`src/rtl/shift_pkg.sv`:
```
`default_nettype none
// ============================================================================
//  Module      : shift_pkg
//  Description : Shared definitions for the universal shift register.
//                Holds the mode encoding and the shift-op classifier
//                that the top level and the frame counter both use.
//  Revision    : 1.0  initial release
// ============================================================================
package shift_pkg;

    localparam logic [2:0] M_HOLD = 3'b000;
    localparam logic [2:0] M_SHL  = 3'b001;
    localparam logic [2:0] M_SHR  = 3'b010;
    localparam logic [2:0] M_ROL  = 3'b011;
    localparam logic [2:0] M_ROR  = 3'b100;
    localparam logic [2:0] M_ASR  = 3'b101;
    localparam logic [2:0] M_LOAD = 3'b110;
    localparam logic [2:0] M_CLR  = 3'b111;

    // Every mode from SHL to ASR moves the register by one bit position
    // and therefore counts toward a frame.
    function automatic logic is_shift(input logic [2:0] mode);
        return (mode >= M_SHL) && (mode <= M_ASR);
    endfunction

endpackage
`default_nettype wire

```
`src/rtl/frame_counter.sv`:
```
`default_nettype none
// ============================================================================
//  Module      : frame_counter
//  Description : Counts shift operations and pulses done for one cycle
//                after every WIDTH-th shift. The wrapping edge also
//                starts the next frame.
//  Ports       : clk   - clock
//                reset - synchronous active-high reset
//                clr   - restart the frame (load/clear), no pulse
//                step  - one shift operation happened this cycle
//                done  - registered one-cycle frame-complete pulse
//  Revision    : 1.0  initial release
// ============================================================================
module frame_counter #(
    parameter int WIDTH = 8
) (
    input  logic clk,
    input  logic reset,
    input  logic clr,
    input  logic step,
    output logic done
);

    localparam int             CW     = (WIDTH > 2) ? $clog2(WIDTH) : 1;
    localparam logic [CW-1:0]  c_last = CW'(WIDTH - 1);

    logic [CW-1:0] r_cnt;
    logic          r_done;

    // clr and step are decoded from different modes, so they never
    // occur together; clr is still given priority for clarity.
    always_ff @(posedge clk) begin
        if (reset) begin
            r_cnt  <= '0;
            r_done <= 1'b0;
        end else if (clr) begin
            r_cnt  <= '0;
            r_done <= 1'b0;
        end else if (step) begin
            if (r_cnt == c_last) begin
                r_cnt  <= '0;
                r_done <= 1'b1;
            end else begin
                r_cnt  <= r_cnt + CW'(1);
                r_done <= 1'b0;
            end
        end else begin
            r_done <= 1'b0;
        end
    end

    assign done = r_done;

endmodule
`default_nettype wire

```
`src/rtl/univ_shift_reg.sv`:
```
`default_nettype none
// ============================================================================
//  Module      : univ_shift_reg
//  Description : WIDTH-bit universal shift register with hold, logical
//                shifts, rotates, arithmetic shift right, parallel load
//                and clear, serial taps at both ends, and a frame pulse
//                after every WIDTH shift operations.
//  Ports       : clk, reset      - clock, synchronous active-high reset
//                en              - operation enable (0 = hold)
//                mode[2:0]       - operation select
//                sin_l / sin_r   - serial inputs for left / right shifts
//                pdin[WIDTH-1:0] - parallel load data
//                q[WIDTH-1:0]    - register contents
//                sout_l / sout_r - q[WIDTH-1] / q[0]
//                frame_done      - one-cycle frame-complete pulse
//  Revision    : 1.0  initial release
// ============================================================================
module univ_shift_reg
    import shift_pkg::*;
#(
    parameter int WIDTH = 8
) (
    input  logic             clk,
    input  logic             reset,
    input  logic             en,
    input  logic [2:0]       mode,
    input  logic             sin_l,
    input  logic             sin_r,
    input  logic [WIDTH-1:0] pdin,
    output logic [WIDTH-1:0] q,
    output logic             sout_l,
    output logic             sout_r,
    output logic             frame_done
);

    logic [WIDTH-1:0] r_q;
    logic [WIDTH-1:0] w_q_next;
    logic             w_step;
    logic             w_clr;

    always_comb begin
        w_q_next = r_q;
        if (en) begin
            case (mode)
                M_HOLD:  w_q_next = r_q;
                M_SHL:   w_q_next = {r_q[WIDTH-2:0], sin_l};
                M_SHR:   w_q_next = {sin_r, r_q[WIDTH-1:1]};
                M_ROL:   w_q_next = {r_q[WIDTH-2:0], r_q[WIDTH-1]};
                M_ROR:   w_q_next = {r_q[0], r_q[WIDTH-1:1]};
                M_ASR:   w_q_next = {r_q[WIDTH-1], r_q[WIDTH-1:1]};
                M_LOAD:  w_q_next = pdin;
                M_CLR:   w_q_next = '0;
                default: w_q_next = r_q;
            endcase
        end
    end

    always_ff @(posedge clk) begin
        if (reset) begin
            r_q <= '0;
        end else begin
            r_q <= w_q_next;
        end
    end

    assign w_step = en && is_shift(mode);
    assign w_clr  = en && ((mode == M_LOAD) || (mode == M_CLR));

    frame_counter #(
        .WIDTH (WIDTH)
    ) u_frame_counter (
        .clk   (clk),
        .reset (reset),
        .clr   (w_clr),
        .step  (w_step),
        .done  (frame_done)
    );

    assign q      = r_q;
    assign sout_l = r_q[WIDTH-1];
    assign sout_r = r_q[0];

endmodule
`default_nettype wire

```
`config.mk`:
```
export PLATFORM = sky130hd
export DESIGN_NAME = univ_shift_reg
export DESIGN_NICKNAME = d
export VERILOG_FILES = /design/src/rtl/shift_pkg.sv /design/src/rtl/frame_counter.sv /design/src/rtl/univ_shift_reg.sv
export SDC_FILE = /design/constraint.sdc
export NUM_CORES = 1
export LEC_CHECK = 0
export ABC_AREA = 1
export CAP_MARGIN = 25
export CORE_MARGIN = 8
export CORE_UTILIZATION = 46
export DETAILED_ROUTE_END_ITERATION = 8
export PLACE_DENSITY = 0.8
export SKIP_LAST_GASP = 1
export SLEW_MARGIN = 25
export SYNTH_ARGS = -nofsm -noshare
export SYNTH_HDL_FRONTEND = slang
export SYNTH_SLANG_ARGS = --single-unit
```
`constraint.sdc`:
```
create_clock -name clk -period 2.8 [get_ports clk]
set_input_delay 0.28 -clock clk [delete_from_list [all_inputs] [get_ports clk]]
set_output_delay 0.28 -clock clk [all_outputs]
set_load 0.005 [all_outputs]
```
Word level (Yosys, flattened, before mapping)

Index checks and enable logic that the tools add are counted.

$add $sub $neg: 1
Order comparisons: 2
Equality and inequality tests: 8
Muxes and demuxes: 3
Bitwise logic cells: 3
Reductions and logical operators: 9

Operators by type and width:

| kind                                                                  | number |
|---|---|
| 8-bit case mux with 7 select lines                                    | 1 |
| 3-bit == test, second input constant                                  | 5 |
| 3-bit by 2-bit == test with 1-bit output, second input constant       | 2 |
| 3-bit by 1-bit adder with 3-bit output, second input constant         | 1 |
| 3-bit by 1-bit == test with 1-bit output, second input constant       | 1 |
| 3-bit by 1-bit >= comparator with 1-bit output, second input constant | 1 |
| 3-bit less-or-equal comparator, second input constant                 | 1 |
| 1-bit logical AND                                                     | 3 |
| 3-bit logical NOT                                                     | 1 |
| 3-bit two-way mux                                                     | 1 |
| 1-bit NOT                                                             | 3 |
| 3-bit AND reduction                                                   | 1 |
| 3-bit OR reduction                                                    | 1 |
| 2-bit AND reduction                                                   | 1 |
| 2-bit OR reduction                                                    | 1 |
| 1-bit logical OR                                                      | 1 |
| 1-bit two-way mux                                                     | 1 |

Bits in registers: 12
Bits of input ports: 16
Output and inout port bits: 11
Logic and storage cells: 30

Depth between registers and ports, before layout

Gate-level depths: netlist of the first run.

Word-level depth: 5
Mapped depth: 7
Mapped depth without buffers: 7

Modules after synthesis

A second synthesis of the first run with hierarchy kept.

Cells, all modules: 109
Area total of the unflattened synthesis: 758.2 um^2

By module, submodules not included:

| module         | times used | cells an instance | area an instance (um^2) | sequential area each (um^2) |
|---|---|---|---|---|
| univ_shift_reg | 1          | 87                | 581.8                   | 160.2 |
| frame_counter  | 1          | 22                | 176.4                   | 80.1 |

Worst setup path before layout of the first run

OpenSTA, ideal clock, no wires.

Path type: input port to flip-flop
Start point: input mode[1]
End point: register r_q[3] (netlist: q[3])
Library setup time: 117 ps
Arrival: 898 ps
Data required time: 2,683 ps
Slack: 1,785 ps
Cell stages on the path: 5
Path buffers: 1
Cells stage by stage: nor2_1 a21oi_4 buf_6 o21ai_0 nor2_1

Cells in the longest elaborated chain, start to end: 3
Elaborated cells between the ends (all ways): 11
Classes of those cells: 7 x eq/ne; 1 x mux; 1 x bitwise; 2 x reduce/logical

RTL lines:

| what                                                                                       | RTL line             | RTL |
|---|---|---|
| start, declared                                                                            | univ_shift_reg.sv:26 | `input logic [2:0] mode,` |
| parallel branches: the longest is 3 deep, another holds 8-bit case mux with 7 select lines | --                   |  |
| end signal, assigned                                                                       | univ_shift_reg.sv:62 | `r_q <= w_q_next;` |
| end, declared                                                                              | univ_shift_reg.sv:36 | `logic [WIDTH-1:0] r_q;` |

Several ways; the timed one is not identified.
A chain may end at the register's enable or synchronous reset.

Final worst setup path of the first run

Start point: input mode[0]
End point: register r_q[7] (netlist: q[7])

Cells in the longest elaborated chain, start to end: 3
Elaborated cells between the ends (all ways): 12
Classes of those cells: 7 x eq/ne; 1 x mux; 2 x bitwise; 2 x reduce/logical

RTL lines:

| what |
|---|
| parallel branches: the longest is 3 deep, another holds 8-bit case mux with 7 select lines |

Several ways; the timed one is not identified.

==> metrics.md, run 1 <==
| Metric | Value |
|---|---|
| Antenna cell count | `0` |
| Number of levels in the clock H-tree | `1` |
| Total length of routed wires | `between 1500 and 2000 um` |
| Vias in the first global route | `719` |
| Top cell family by delay on the critical path | `buffers and inverters` |
| Via total after detailed routing | `slightly below 800` |
| Area growth, synth to finish | `40.1%` |
| Fmax | `0.630 GHz` |
| Routed Antenna Nets | `0` |
| Critical-path maximum fanout | `16` |
| Synth Area in Compound Gates | `21.8%` |
| Area of the die | `about 3100 sq um` |
| Clock insertion delay at the later pin of the skew report | `~0.27 ns` |
| Sequential-to-total area share from yosys stat | `33.2%` |
| Drt pass-1 iters | `4` |
| Worst stage delay on the critical path | `0.62 ns` |
| Slew at the pin with the worst max-slew slack | `0.394 ns` |
| Die Wd | `55.7 um` |
| Arrival time reported for the critical path endpoint | `1.75 ns` |
| Pins over their slew limit | `0` |
| CTS Root Cell | `sky130_fd_sc_hd__clkbuf_4` |
| Clock-pin slew on the worst setup and hold paths | `0.08 ns` |
| Area share of the leading cell type in the synthesized netlist | `33.2%` |
| DRC Markers | `0` |
| CP cell instances | `clkdlybuf4s50_1 > inv_2 > a21oi_4 > nand2_1 > nor3_1 > nor2_1` |
| Max capacitance violation total | `0` |
| First-pass GRT wire length | `3170 um` |
| Final critical delay including setup and external delays | `roughly 1.6 ns` |
| Total of flip-flops plus latches after synthesis | `12` |
| Post-CTS repair timing setup buffer count | `0` |
| Outcome | `completed` |
| Adder-cell area share of the yosys netlist | `roughly 3.5%` |
| Data required, critical path | `2.97 ns` |
| Initial standard-cell utilization of the core | `48.6%` |
| Setup WS pre-CTS | `a little over 0.9 ns` |
| Core ar. | `1490 sq um` |
| Worst Hold Class | `flop to flop` |
| Initial antenna violation count | `0` |
| Dpl hpwl | `between 1000 and 1500 um` |
| Worst Setup Path Type | `input pin to flop` |
| Proportion of register bits with asynchronous set or reset after synthesis | `0%` |
| Clock buffers created by TritonCTS | `3` |
| Vert. Die Dim | `55.7 um` |
| Xor and xnor area share after synthesis | `0%` |
| Final setup slack of the worst path | `1.21 ns` |
| Setup crit end kind | `flop` |
| Count of mapped cells out of synthesis | `110` |
| Pwr Density | `425 nW/um^2` |
| Final period utilization | `56.7%` |
| Number of warnings issued by yosys | `0` |
| Synthesized-area fraction occupied by and/or/nand/nor cells | `29.1%` |
| Pin count of the biggest net entering global routing | `17` |
| Average instance area after synthesis | `6.57 sq um` |
| Row count | `14` |
| Post-CTS Resized | `0` |
| Via density per instance | `5.18` |
| Number of buffer cells added on primary ports | `26` |
| Number of buffers and inverters on the critical path | `2` |
| Top-Level Pins | `27` |
| Finish-stage setup viols | `0` |
| Global router's overall resource usage | `between 10% and 20%` |
| Global placement routability congestion | `~0.78` |
| Clock tree buffer depth | `2` |
| Net Count, Synth | `128` |
| Fin. Hold Viols | `0` |
| Remaining global-route overflow | `0` |
| Setup repair after global routing missed its margin | `false` |
| Number of nets at the end of the flow | `156` |
| Routed wirelength normalized by instance count | `12.1 um` |
| Cell accounting for the most synthesized area | `sky130_fd_sc_hd__dfxtp_1` |
| Largest family of logic cells by synthesized area | `simple AND/OR/NAND/NOR gates` |
| Number of distinct standard cells referenced by the synthesized netlist | `17` |
| Number of enable flip-flop cells after synthesis | `0` |
| Clock Skews | `0.00424 ns` |
| Worst slew margin relative to its limit | `approximately three quarters` |
| Static Leak | `slightly above 0.4 nW` |
| Worst setup SP type | `input pin` |
| Clock Sinks | `12` |
| Worst-path cell with the longest stage delay | `sky130_fd_sc_hd__clkdlybuf4s50_1` |
| Cell Area, Synth | `723 sq um` |
| TritonCTS clock tree | `built` |
| Share of cell area taken by muxes after synthesis | `0%` |
| Total negative setup slack | `0 ns` |
| Ratio of cells with drive above 1 in the final layout | `8.76%` |
| Dominant cells by area after synthesis | `sky130_fd_sc_hd__dfxtp_1 33%, sky130_fd_sc_hd__o21ai_0 12%, sky130_fd_sc_hd__nand2_1 9.3%` |
| Drt initial violations | `28` |
| IR drop worst, VDD | `0.262 mV` |
| Predominant post-synthesis flop cell | `sky130_fd_sc_hd__dfxtp_1` |
| Hold-fix buffers, CTS | `0` |
[path summary, 6_finish.rpt]
check,to,start,slack [ns],cells after the start
setup / recovery,q[7],mode[0],1.21,6
hold reg to reg,u_frame_counter.r_cnt[2],u_frame_counter.r_cnt[2],0.48,2
setup reg to reg,u_frame_counter.r_cnt[0],u_frame_counter.r_cnt[0],1.68,5
hold / removal,u_frame_counter.r_cnt[2],u_frame_counter.r_cnt[2],0.48,2
[logic make-up (layout without fill, tap and decap cells)]
kind of cell	Yosys count	in the layout
simple gates	49	49
flops	12	12
buf+inv	20	47
compound gates	27	27
fa+ha+maj	2	2
[flip-flops by register name, summed over array words and instances (netlist names)]
signal / count
u_frame_counter.r_cnt: 3
q: 8
u_frame_counter.done: 1
[power breakdown]
group	internal, mW	switching [mW]
sequential	0.181	0.00821
clock	0.0789	0.0579
combinational	0.0540	0.0503
[stage by stage]
stage	instance area [sq um]	utilization [%]	std cells	hold slack, ns	power (mW)
2_1_floorplan	723	-	110	0.349	0.245
3_3_place_gp	977	65.6	149	0.460	0.296
3_5_place_dp	977	65.6	149	0.464	0.298
4_1_cts	1010	68.1	153	0.475	0.436
5_1_grt	1010	68.1	153	0.498	0.457
6_report	1010	68.1	153	0.476	0.430
[layout by cell type (no fill, tap or decap), drive strengths merged]
master	instances
clkdlybuf4s50	26
ha	2
o21ai	18
clkbuf	4
nand3	7
nor3	2
nand4	3
inv	17
a21oi	9
nand2	20
nor2	17
dfxtp	12
[layout make-up]
type	instances	area (sq um)
Sequential cell	12	240
Timing Repair Buffer	26	260
Inverter	17	63.8
Fill cell	141	475
Multi-Input combinational cell	78	393
Clock buffer	4	36.3
Tap cell	16	20.0
[Yosys cell counts (2+ instances only)]
cell type and instances:
sky130_fd_sc_hd__a21oi_1 8, sky130_fd_sc_hd__nand2_2 2, sky130_fd_sc_hd__o21ai_0 17, sky130_fd_sc_hd__dfxtp_1 12, sky130_fd_sc_hd__nor3_1 2, sky130_fd_sc_hd__inv_2 3, sky130_fd_sc_hd__nand2_1 18, sky130_fd_sc_hd__inv_1 14
sky130_fd_sc_hd__ha_1 2, sky130_fd_sc_hd__nor2_1 16, sky130_fd_sc_hd__buf_4 2, sky130_fd_sc_hd__nand3_1 7, sky130_fd_sc_hd__nand4_1 3
[per-layer routing]
layer,up-vias,wire [um],global-route usage [%]
met5,-,0,0
met4,0,12,2.11
met3,2,99,4.11
met2,21,936,21.2
met1,359,804,13.0
li1,411,-,-
[worst reg2reg max path, delay by kind of cell (launching register included)]
kind            cells  cell delay [ns]
compound gates      1             0.15
fa+ha+maj           2             0.38
flops               1             0.34
simple gates        2             0.18
Power figures use the tool's default switching activity.
==> inputs of run 2 (changes only) <==
--- a/config.mk
+++ b/config.mk
@@ -8,9 +8,9 @@
 export ABC_AREA = 1
 export CAP_MARGIN = 25
 export CORE_MARGIN = 8
-export CORE_UTILIZATION = 46
+export CORE_UTILIZATION = 42
 export DETAILED_ROUTE_END_ITERATION = 8
-export PLACE_DENSITY = 0.8
+export PLACE_DENSITY = 0.74
 export SKIP_LAST_GASP = 1
 export SLEW_MARGIN = 25
 export SYNTH_ARGS = -nofsm -noshare
==> constraint.sdc (replaced) <==
create_clock -name clk -period 1.5 [get_ports clk]
set_input_delay 0.15 -clock clk [delete_from_list [all_inputs] [get_ports clk]]
set_output_delay 0.15 -clock clk [all_outputs]
set_load 0.005 [all_outputs]
==> metrics.md, run 2 (synthesis gave the netlist of run 1 again) <==
| Metric | Value |
|---|---|
| Cell count of the worst reg-to-reg path | `5 (unchanged)` |
| First-pass GRT wire length | `3300 um (+3.9%)` |
| Clock tree buffer depth | `2 (unchanged)` |
| Setup crit end kind | `output port` |
| Setup WS pre-CTS | `-0.0885 ns (-1.02 ns)` |
| Clock buffers created by TritonCTS | `3 (unchanged)` |
| CTS Root Cell | `sky130_fd_sc_hd__clkbuf_4` |
| Initial standard-cell utilization of the core | `43.3% (-5.3 points)` |
| Setup repair after global routing missed its margin | `false` |
| Finished layout cell area | `1100 sq um (+9.0%)` |
| Fin. Hold Viols | `0 (unchanged)` |
| Clock Skews | `0.00321 ns (-0.00103 ns)` |
| DRC Markers | `0 (unchanged)` |
| Slew at the pin with the worst max-slew slack | `0.393 ns (-0.000788 ns)` |
| IR drop worst, VDD | `0.563 mV (+120%)` |
| Worst slew margin relative to its limit | `73.5% (-0.17 points)` |
| Area growth, synth to finish | `52.8%` |
| Finish-stage setup viols | `0 (unchanged)` |
| Post-Route Hold Slack | `0.449 ns (-0.0277 ns)` |
| Number of levels in the clock H-tree | `1 (unchanged)` |
| Max capacitance violation total | `0 (unchanged)` |
| Clock-pin slew on the worst setup and hold paths | `0.08 ns (about the same)` |
| Arrival time reported for the critical path endpoint | `1.23 ns (-0.52 ns)` |
| Worst-path cell with the longest stage delay | `sky130_fd_sc_hd__clkdlybuf4s50_1` |
| Fmax | `roughly 0.72 GHz` |
| Initial antenna violation count | `0 (unchanged)` |
| Placement Cell Area | `1070 sq um (+9.3%)` |
| Total length of routed wires | `1990 um (+7.6%)` |
| Commonest non-fill, non-tap cell in the layout | `sky130_fd_sc_hd__clkdlybuf4s50_1` |
| Dpl hpwl | `1570 um (+5.4%)` |
| Post-CTS repair timing setup buffer count | `0 (unchanged)` |
| CP cell instances | `clkdlybuf4s50_1` |
| Vert. Die Dim | `57.5 um (+3.3%)` |
| Capture point of the worst path | `sout_r` |
| Clock Sinks | `12 (unchanged)` |
| Worst reg2reg setup slack | `0.36 ns (-1.32 ns)` |
| Number of buffers and inverters on the critical path | `1 (-1)` |
| Global placement routability congestion | `0.852 (+9.9%)` |
| Row count | `15 (+1)` |
| Total number of cells along the worst setup path | `1 (-5)` |
| Area of the die | `3310 sq um (+6.7%)` |
| Sequential cell area | `240 sq um (unchanged)` |
| Top-Level Pins | `27 (unchanged)` |
| R2R Path End | `u_frame_counter.r_cnt[0]` |
| Static Leak | `0.473 nW (+14%)` |
| Critical-path maximum fanout | `5 (-11)` |
| Antenna cell count | `0 (unchanged)` |
| Start point of the critical path | `q[0]` |
| Worst Hold Class | `input pin to flop` |
| Drt pass-1 iters | `4 (unchanged)` |
| Via total after detailed routing | `828 (+4.4%)` |
| Ratio of cells with drive above 1 in the final layout | `16.1% (+7.3 points)` |
| Post-CTS Resized | `0 (unchanged)` |
| Top cell family by delay on the critical path | `buffers and inverters` |
| Outcome | `completed` |
| Number of fill cells | `149 (+5.7%)` |
| Routed wirelength normalized by instance count | `12.0 um (-0.82%)` |
| Pins over their slew limit | `0 (unchanged)` |
| Drt initial violations | `17 (-39%)` |
| Worst setup SP type | `flop` |
| Commonest cells after routing, fill and taps aside | `26 x sky130_fd_sc_hd__clkdlybuf4s50_1, 18 x sky130_fd_sc_hd__nand2_1, 17 x sky130_fd_sc_hd__o21ai_0` |
| Hold-fix buffers, CTS | `0 (unchanged)` |
| Via density per instance | `4.99 (-3.8%)` |
| Remaining global-route overflow | `0 (unchanged)` |
| Data required, critical path | `1.35 ns (-1.62 ns)` |
| Number of nets at the end of the flow | `168 (+7.7%)` |
| Core ar. | `1670 sq um (+12%)` |
| Pwr Density | `762 nW/um^2 (+79%)` |
| Max FFs per register | `8 (unchanged)` |
| Global router's overall resource usage | `12.5% (+0.74 points)` |
| Die Wd | `57.5 um (+3.3%)` |
| TritonCTS clock tree | `built` |
| Routed Antenna Nets | `0 (unchanged)` |
| Final period utilization | `between 90% and 100%` |
| Worst stage delay on the critical path | `0.54 ns (-0.08 ns)` |
| Vias in the first global route | `788 (+9.6%)` |
| Worst Setup Path Type | `flop to output port` |
| Clock insertion delay at the later pin of the skew report | `0.28 ns (about the same)` |
| Pin count of the biggest net entering global routing | `12 (-5)` |
| Final critical delay including setup and external delays | `1.38 ns` |
| Number of buffer cells added on primary ports | `26 (unchanged)` |
| Multi-input gate area | `393 sq um (unchanged)` |
| Final setup slack of the worst path | `0.120 ns (-1.09 ns)` |
| Reg-to-reg startpoint | `u_frame_counter.r_cnt[0]` |
-- run 2: area by class of cell --
cell class,count,area share [%]
Clock buffer,4,3.28
Tap cell,17,1.93
Timing Repair Buffer,38,31.7
Inverter,17,5.78
Multi-Input combinational cell,78,35.6
Sequential cell,12,21.7
-- run 2: layer usage --
metal  GRT usage (%)  up-vias  routed length (um)  part of all wire, %
li1                -      436                   -                    -
met1            13.9      354                 903                   45
met2            19.8       33                 908                   46
met3            3.59        5                 124                  6.2
met4            9.64        0                  57                  2.9
met5               0        -                   0                    0
-- run 2: where the power goes --
part           leakage [nW]  internal (mW)  switching, mW  total (mW)
sequential           0.0985          0.338         0.0144       0.352
clock                0.0210          0.148          0.120       0.268
combinational         0.354          0.123         0.0992       0.222
total                 0.473          0.608          0.234       0.842
-- run 2: worst min-delay path by stage --
stage | from | end | slack, ns | depth (start not counted)
finish | reset | q[0] | 0.45 | 2
global route | reset | q[0] | 0.47 | 2
CTS | reset | q[0] | 0.45 | 2
detailed placement | u_frame_counter.r_cnt[1] | u_frame_counter.r_cnt[1] | 0.46 | 2
global placement | u_frame_counter.r_cnt[1] | u_frame_counter.r_cnt[1] | 0.46 | 2
floorplan | reset | q[0] | 0.22 | 1
-- run 2: per-stage QoR --
| step | total power [mW] | utilization (%) | setup TNS, ns | cells |
|---|---|---|---|---|
| floorplan | 0.457 | - | 0 | 110 |
| detailed placement | 0.581 | 64.0 | -0.550 | 162 |
| CTS | 0.856 | 66.1 | 0 | 166 |
| global placement | 0.579 | 64.0 | -0.482 | 162 |
| global route | 0.893 | 66.1 | 0 | 166 |
| finish | 0.842 | 66.1 | 0 | 166 |
